==> config.mk <==
export PLATFORM = sky130hd
export DESIGN_NAME = hazard_stall_ctrl_flat
export DESIGN_NICKNAME = d
export VERILOG_FILES = /design/src/rtl/hazard_stall_ctrl_if.sv /design/src/rtl/hazard_stall_ctrl.sv /design/src/flat_wrapper.sv
export SDC_FILE = /design/constraint.sdc
export NUM_CORES = 1
export LEC_CHECK = 0
export ABC_CLOCK_PERIOD_IN_PS = 3000
export CAP_MARGIN = 25
export CORE_AREA = 4 4 80 82
export DETAILED_ROUTE_END_ITERATION = 16
export DIE_AREA = 0 0 84 86
export GPL_TIMING_DRIVEN = 0
export HOLD_SLACK_MARGIN = 0.02
export PLACE_DENSITY_LB_ADDON = 0.08
export SYNTH_ARGS = -nofsm -noshare
export SYNTH_HDL_FRONTEND = slang
export SYNTH_SLANG_ARGS = --single-unit
==> constraint.sdc <==
create_clock -name clk -period 3 [get_ports clk]
set_input_delay 0.6 -clock clk [delete_from_list [all_inputs] [get_ports clk]]
set_output_delay 0.6 -clock clk [all_outputs]
set_load 0.05 [all_outputs]
==> src/rtl/hazard_stall_ctrl_if.sv <==
// Pipeline <-> hazard controller bundle: hazard inputs from IF/ID, ID/EX, EX/MEM
// and data memory, plus the freeze/bubble/flush controls and status going back.
interface hazard_stall_ctrl_if #(
  parameter int REG_W = 5,
  parameter int CNT_W = 32
);
  logic [REG_W-1:0] ifid_rs1;
  logic [REG_W-1:0] ifid_rs2;
  logic             ifid_uses_rs1;
  logic             ifid_uses_rs2;
  logic [REG_W-1:0] idex_rd;
  logic             idex_memread;
  logic             exmem_memread;
  logic             exmem_memwrite;
  logic             dmem_ready;
  logic             ex_branch_taken;

  logic             pc_stall;
  logic             ifid_stall;
  logic             ifid_flush;
  logic             idex_bubble;
  logic             idex_stall;
  logic             exmem_stall;
  logic             memwb_bubble;
  logic             in_memwait;
  logic             mem_timeout;
  logic [CNT_W-1:0] stall_cycles;

  modport master (
    output ifid_rs1, ifid_rs2, ifid_uses_rs1, ifid_uses_rs2, idex_rd,
           idex_memread, exmem_memread, exmem_memwrite, dmem_ready,
           ex_branch_taken,
    input  pc_stall, ifid_stall, ifid_flush, idex_bubble, idex_stall,
           exmem_stall, memwb_bubble, in_memwait, mem_timeout, stall_cycles
  );

  modport slave (
    input  ifid_rs1, ifid_rs2, ifid_uses_rs1, ifid_uses_rs2, idex_rd,
           idex_memread, exmem_memread, exmem_memwrite, dmem_ready,
           ex_branch_taken,
    output pc_stall, ifid_stall, ifid_flush, idex_bubble, idex_stall,
           exmem_stall, memwb_bubble, in_memwait, mem_timeout, stall_cycles
  );
endinterface

==> src/rtl/hazard_stall_ctrl.sv <==
// Stall/flush controller for the 5-stage pipeline: load-use bubbles, dmem wait
// freezes, branch flushes, a sticky wait-timeout flag and a stall counter.
module hazard_stall_ctrl #(
  parameter int REG_W      = 5,
  parameter int WAIT_LIMIT = 64,
  parameter int CNT_W      = 32
) (
  input  logic              clk,
  input  logic              rst_n,
  hazard_stall_ctrl_if.slave hz
);
  localparam int WC_W = $clog2(WAIT_LIMIT + 1);

  typedef enum logic {RUN, MEMWAIT} state_t;

  state_t          state, state_nxt;
  logic [WC_W-1:0] wait_cnt;
  logic            mem_req, freeze, loaduse, rs1_hit, rs2_hit;

  assign mem_req = hz.exmem_memread | hz.exmem_memwrite;
  assign freeze  = mem_req & ~hz.dmem_ready;
  assign rs1_hit = hz.ifid_uses_rs1 & (hz.ifid_rs1 == hz.idex_rd);
  assign rs2_hit = hz.ifid_uses_rs2 & (hz.ifid_rs2 == hz.idex_rd);
  assign loaduse = hz.idex_memread & (hz.idex_rd != '0) & (rs1_hit | rs2_hit);

  // Controls are held at zero while rst_n is low, not just once state resets.
  always_comb begin
    hz.pc_stall     = 1'b0;
    hz.ifid_stall   = 1'b0;
    hz.ifid_flush   = 1'b0;
    hz.idex_bubble  = 1'b0;
    hz.idex_stall   = 1'b0;
    hz.exmem_stall  = 1'b0;
    hz.memwb_bubble = 1'b0;
    if (rst_n) begin
      if (freeze) begin
        hz.pc_stall     = 1'b1;
        hz.ifid_stall   = 1'b1;
        hz.idex_stall   = 1'b1;
        hz.exmem_stall  = 1'b1;
        hz.memwb_bubble = 1'b1;
      end else if (hz.ex_branch_taken) begin
        hz.ifid_flush  = 1'b1;
        hz.idex_bubble = 1'b1;
      end else if (loaduse) begin
        hz.pc_stall    = 1'b1;
        hz.ifid_stall  = 1'b1;
        hz.idex_bubble = 1'b1;
      end
    end
  end

  always_comb begin
    state_nxt = state;
    case (state)
      RUN:     if (freeze)  state_nxt = MEMWAIT;
      MEMWAIT: if (!freeze) state_nxt = RUN;
      default: state_nxt = RUN;
    endcase
  end

  assign hz.in_memwait = (state == MEMWAIT);

  // wait_cnt also counts the first frozen cycle (still in RUN), so the flag
  // rises on the edge closing the WAIT_LIMIT-th consecutive frozen cycle.
  always_ff @(posedge clk or negedge rst_n) begin
    if (!rst_n) begin
      state           <= RUN;
      wait_cnt        <= '0;
      hz.mem_timeout  <= 1'b0;
      hz.stall_cycles <= '0;
    end else begin
      state <= state_nxt;
      if (!freeze)
        wait_cnt <= '0;
      else if (wait_cnt != WC_W'(WAIT_LIMIT))
        wait_cnt <= wait_cnt + 1'b1;
      if (freeze && wait_cnt == WC_W'(WAIT_LIMIT - 1))
        hz.mem_timeout <= 1'b1;
      if (hz.pc_stall && hz.stall_cycles != '1)
        hz.stall_cycles <= hz.stall_cycles + 1'b1;
    end
  end
endmodule

==> src/flat_wrapper.sv <==
// flat-port wrapper written by rule: the top's interface ports become plain ports
module hazard_stall_ctrl_flat 
#(
  parameter int REG_W      = 5,
  parameter int WAIT_LIMIT = 64,
  parameter int CNT_W      = 32
)
  (clk, rst_n, hz_ifid_rs1, hz_ifid_rs2, hz_ifid_uses_rs1, hz_ifid_uses_rs2, hz_idex_rd, hz_idex_memread, hz_exmem_memread, hz_exmem_memwrite, hz_dmem_ready, hz_ex_branch_taken, hz_pc_stall, hz_ifid_stall, hz_ifid_flush, hz_idex_bubble, hz_idex_stall, hz_exmem_stall, hz_memwb_bubble, hz_in_memwait, hz_mem_timeout, hz_stall_cycles);
  hazard_stall_ctrl_if #(.REG_W(REG_W), .CNT_W(CNT_W)) hz_i ();
  input  logic clk;
  input  logic rst_n;
  input wire logic [$bits(hz_i.ifid_rs1)-1:0] hz_ifid_rs1;
  input wire logic [$bits(hz_i.ifid_rs2)-1:0] hz_ifid_rs2;
  input wire logic [$bits(hz_i.ifid_uses_rs1)-1:0] hz_ifid_uses_rs1;
  input wire logic [$bits(hz_i.ifid_uses_rs2)-1:0] hz_ifid_uses_rs2;
  input wire logic [$bits(hz_i.idex_rd)-1:0] hz_idex_rd;
  input wire logic [$bits(hz_i.idex_memread)-1:0] hz_idex_memread;
  input wire logic [$bits(hz_i.exmem_memread)-1:0] hz_exmem_memread;
  input wire logic [$bits(hz_i.exmem_memwrite)-1:0] hz_exmem_memwrite;
  input wire logic [$bits(hz_i.dmem_ready)-1:0] hz_dmem_ready;
  input wire logic [$bits(hz_i.ex_branch_taken)-1:0] hz_ex_branch_taken;
  output wire logic [$bits(hz_i.pc_stall)-1:0] hz_pc_stall;
  output wire logic [$bits(hz_i.ifid_stall)-1:0] hz_ifid_stall;
  output wire logic [$bits(hz_i.ifid_flush)-1:0] hz_ifid_flush;
  output wire logic [$bits(hz_i.idex_bubble)-1:0] hz_idex_bubble;
  output wire logic [$bits(hz_i.idex_stall)-1:0] hz_idex_stall;
  output wire logic [$bits(hz_i.exmem_stall)-1:0] hz_exmem_stall;
  output wire logic [$bits(hz_i.memwb_bubble)-1:0] hz_memwb_bubble;
  output wire logic [$bits(hz_i.in_memwait)-1:0] hz_in_memwait;
  output wire logic [$bits(hz_i.mem_timeout)-1:0] hz_mem_timeout;
  output wire logic [$bits(hz_i.stall_cycles)-1:0] hz_stall_cycles;
  assign hz_i.ifid_rs1 = hz_ifid_rs1;
  assign hz_i.ifid_rs2 = hz_ifid_rs2;
  assign hz_i.ifid_uses_rs1 = hz_ifid_uses_rs1;
  assign hz_i.ifid_uses_rs2 = hz_ifid_uses_rs2;
  assign hz_i.idex_rd = hz_idex_rd;
  assign hz_i.idex_memread = hz_idex_memread;
  assign hz_i.exmem_memread = hz_exmem_memread;
  assign hz_i.exmem_memwrite = hz_exmem_memwrite;
  assign hz_i.dmem_ready = hz_dmem_ready;
  assign hz_i.ex_branch_taken = hz_ex_branch_taken;
  assign hz_pc_stall = hz_i.pc_stall;
  assign hz_ifid_stall = hz_i.ifid_stall;
  assign hz_ifid_flush = hz_i.ifid_flush;
  assign hz_idex_bubble = hz_i.idex_bubble;
  assign hz_idex_stall = hz_i.idex_stall;
  assign hz_exmem_stall = hz_i.exmem_stall;
  assign hz_memwb_bubble = hz_i.memwb_bubble;
  assign hz_in_memwait = hz_i.in_memwait;
  assign hz_mem_timeout = hz_i.mem_timeout;
  assign hz_stall_cycles = hz_i.stall_cycles;
  hazard_stall_ctrl #(.REG_W(REG_W), .WAIT_LIMIT(WAIT_LIMIT), .CNT_W(CNT_W)) u_core (.clk(clk), .rst_n(rst_n), .hz(hz_i));
endmodule
==> impl_metrics.yaml <==
run_status:
  status: "completed"
setup_path:
  crit_slowest_cell: "clkdlybuf4s50_1"
  max_stage_delay_ps: 590
  cp_data_required_time_ps: 2400
  crit_fanout: 9
  critPathKind: "input pin to output port"
  start_kind: "input pin"
  path_cells: "clkdlybuf4s50_1 -> xnor2_1 -> nand4_1 -> o22ai_1 -> a21o_1 -> buf_6 -> buf_4 -> buf_6"
  end_kind: "output port"
  cpMostUsedCell: "buf_6"
  cp.arrival_ps: 2270
clocking:
  cts.sinks: 41
  cts_tree: "yes"
  cts_buffer_depth: 2
  clock_latency_ps: 290
  cts_made_buffers: 5
  cts_root_buffer: "clkbuf_8"
  h-tree-depth: 2
  cts.clk_slew.worst_paths_ps: 80
synthesis:
  ys_ff_latch: 41
  synthTopCellsByArea: "dfrtp_1 46%, xnor2_1 17%, nand4_1 4.8%, nand3_1 4.7%, nor2_1 3.2%"
  ys_types: 35
  synth_enable_flop_cells: 0
  syn_area_per_cell_sq_um: 10.2
  synth_flop_cell: "dfrtp_1"
  syn-cell-area_sq_mm: 0.00222
  yosys.area.top_type: "dfrtp_1"
  async_reset_ff_share_pct: 100
  synth_top_cell_area_share_pct: 46.1
  synth_cells: 219
  ys_seq_area_share_pct: 46.1
  syn_nets: 246
  yosys_warnings: 0
place:
  gp_congestion: 0.804
  place_area_sq_mm: 0.00297
  port_buffers: 64
  place_inst: 359
  dp_hpwl_mm: 3.88
layout:
  antenna_cells: 0
  final_cells: 370
  fillers: 543
  final_cell_mix: "52 x clkdlybuf4s50_1, 43 x xnor2_1, 41 x dfrtp_1"
  stdcell_area_sq_mm: 0.00310
  fin_nets: 321
  final_layout_size_suffix_gt1_share_pct: 12.9
  final_core_util_pct: 54.0
  area_growth_pct: 39.6
  layout_commonest_cell: "clkdlybuf4s50_1"
route:
  first_iter_violations: 61
  route.detailed.drc: 0
  first_pass_iters: 4
  vias: 1815
  antenna_left: 0
  routed_via_density: 4.91
  wl_per_cell_um: 14.0
  routed_wirelength_mm: 5.18
power_and_ir_drop:
  p_leak_nw: 1.32
  p_int_mw: 0.906
  power_mw: 1.39
  switching_share_pct: 34.8
  comb_power_share_pct: 28.2
  power_density_mw_per_mm2: 448
  ir_worst_vdd_uv: 263
  power.switching_mw: 0.483
  seqPwrFrac_pct: 46.0
  clockPowerShare_pct: 25.8
sta:
  fin_crit_sh_pct: 95.5
  rsz0062_at_grt: "false"
  hold_viol: 0
  setup-tns-final_ps: 0
  fin_crit_ps: 2870
  relSlewSlack_pct: 59.4
  finalSetupViolations: 0
  skew_ps: 10.0
  tightest_slew_ps: 605
  fmax_ghz: 0.349
  finalMaxSlewViolations: 0
floorplan:
  fp-row-count: 28
  fp.dieArea_sq_mm: 0.00722
  pin_count: 65
  floorplan.initialDensity_pct: 38.7
  die_h_um: 86
  fp.dieW_um: 84
  core_sq_mm: 0.00575
min_path:
  hp-class: "input pin to asynchronous set/reset pin"
global_route:
  grt_pass1_wl_mm: 8.50
  antenna_found_initial: 0
  grt_pass1_vias: 1828
  overflow: 0
  track_usage_pct: 14.6
  grt_max_degree: 36
job:
  drv_cap: 0
## synthesized netlist by cell type (2+ instances only)
cell type / count
xnor2_1: 43
and3_1: 11
nor3b_1: 2
nand4_1: 17
buf_4: 3
nand2_1: 15
and2_1: 2
nor3_1: 6
xor2_1: 4
inv_1: 4
nand3_1: 21
dfrtp_1: 41
buf_2: 4
nor2_1: 19
and4_1: 2
or3_1: 2
or2_2: 2
a21o_1: 2
ha_1: 3
## state kept, by name, indices dropped and copies added (netlist names)
name and flops:
u_core.hz.stall_cycles 32, u_core.hz.in_memwait 1, u_core.wait_cnt 7, u_core.hz.mem_timeout 1
## worst max-delay path: cells and delay by family
kind            cells  cell delay [ps]
compound gates      2              410
xor+xnor            1              150
buf+inv             4             1000
simple gates        1              110
## path summary, 6_finish.rpt
path                                                start                         end  slack, ps  cells after the start
worst min-delay path                                rst_n          u_core.wait_cnt[4]        170                      1
worst max register to register  u_core.hz.stall_cycles[0]   u_core.hz.stall_cycles[1]        800                      7
min in group clk                    u_core.hz.mem_timeout       u_core.hz.mem_timeout        460                      1
max in group asynchronous                           rst_n  u_core.hz.stall_cycles[27]       2370                      2
worst max-delay path                        hz_idex_rd[0]                 hz_pc_stall        130                      8
worst min register to register      u_core.hz.mem_timeout       u_core.hz.mem_timeout        460                      1
## final cells by class
cell class              count  area (sq um)  area share (%)
multi-input cells         166          1150            36.9
flip-flops and latches     41          1030            33.1
repair buffers             69           682            22.0
well taps                  75          93.8            3.02
clock buffers               5          68.8            2.22
plain buffers               7          55.1            1.77
clock inverters             3          17.5           0.564
inverters                   4          15.0           0.484
## through the flow
stage | hold slack (ps) | worst slack [ps]
after floorplan | 304 | 18.1
after global placement | 444 | -1910
after detailed placement | 452 | -843
after CTS | 162 | 21.8
after global routing | 169 | 28.3
final | 168 | 135
## metal layers
| metal | vias up | wire length [um] | track usage (%) |
|---|---|---|---|
| met3 | 4 | 189 | 2.98 |
| li1 | 909 | - | - |
| met5 | - | 0 | 0 |
| met2 | 41 | 2500 | 25.8 |
| met4 | 0 | 37 | 3.51 |
| met1 | 861 | 2450 | 18.4 |
## power groups by stage
stage          clock [mW]  combinational [mW]  sequential [mW]
6_report            0.359               0.391            0.639
5_1_grt             0.396               0.414            0.646
4_1_cts             0.375               0.394            0.640
3_5_place_dp            0               0.392            0.651
3_3_place_gp            0               0.387            0.650
2_1_floorplan           0               0.113            0.766
## logic make-up (layout without fill, tap and decap cells)
kind of cell               after synthesis  after routing  share of synthesized area [%]
adders and majority gates                3              3                           1.69
muxes                                    1              1                          0.506
xor gates and xnor gates                47             47                           18.5
AOI/OAI and AO/OA                        6              6                           1.86
and+or+nand+nor                        109            109                           28.2
buffers and inverters                   12             88                           3.09
DFF                                     41             41                           46.1
## timing repair
item                       4_1_cts  5_1_grt
setup buffers                    1        3
pin swaps                        0        0
hold buffers                     0        0
setup endpoints to repair        7        3
resized for setup               34        5
(Power assumes the default switching activity.)
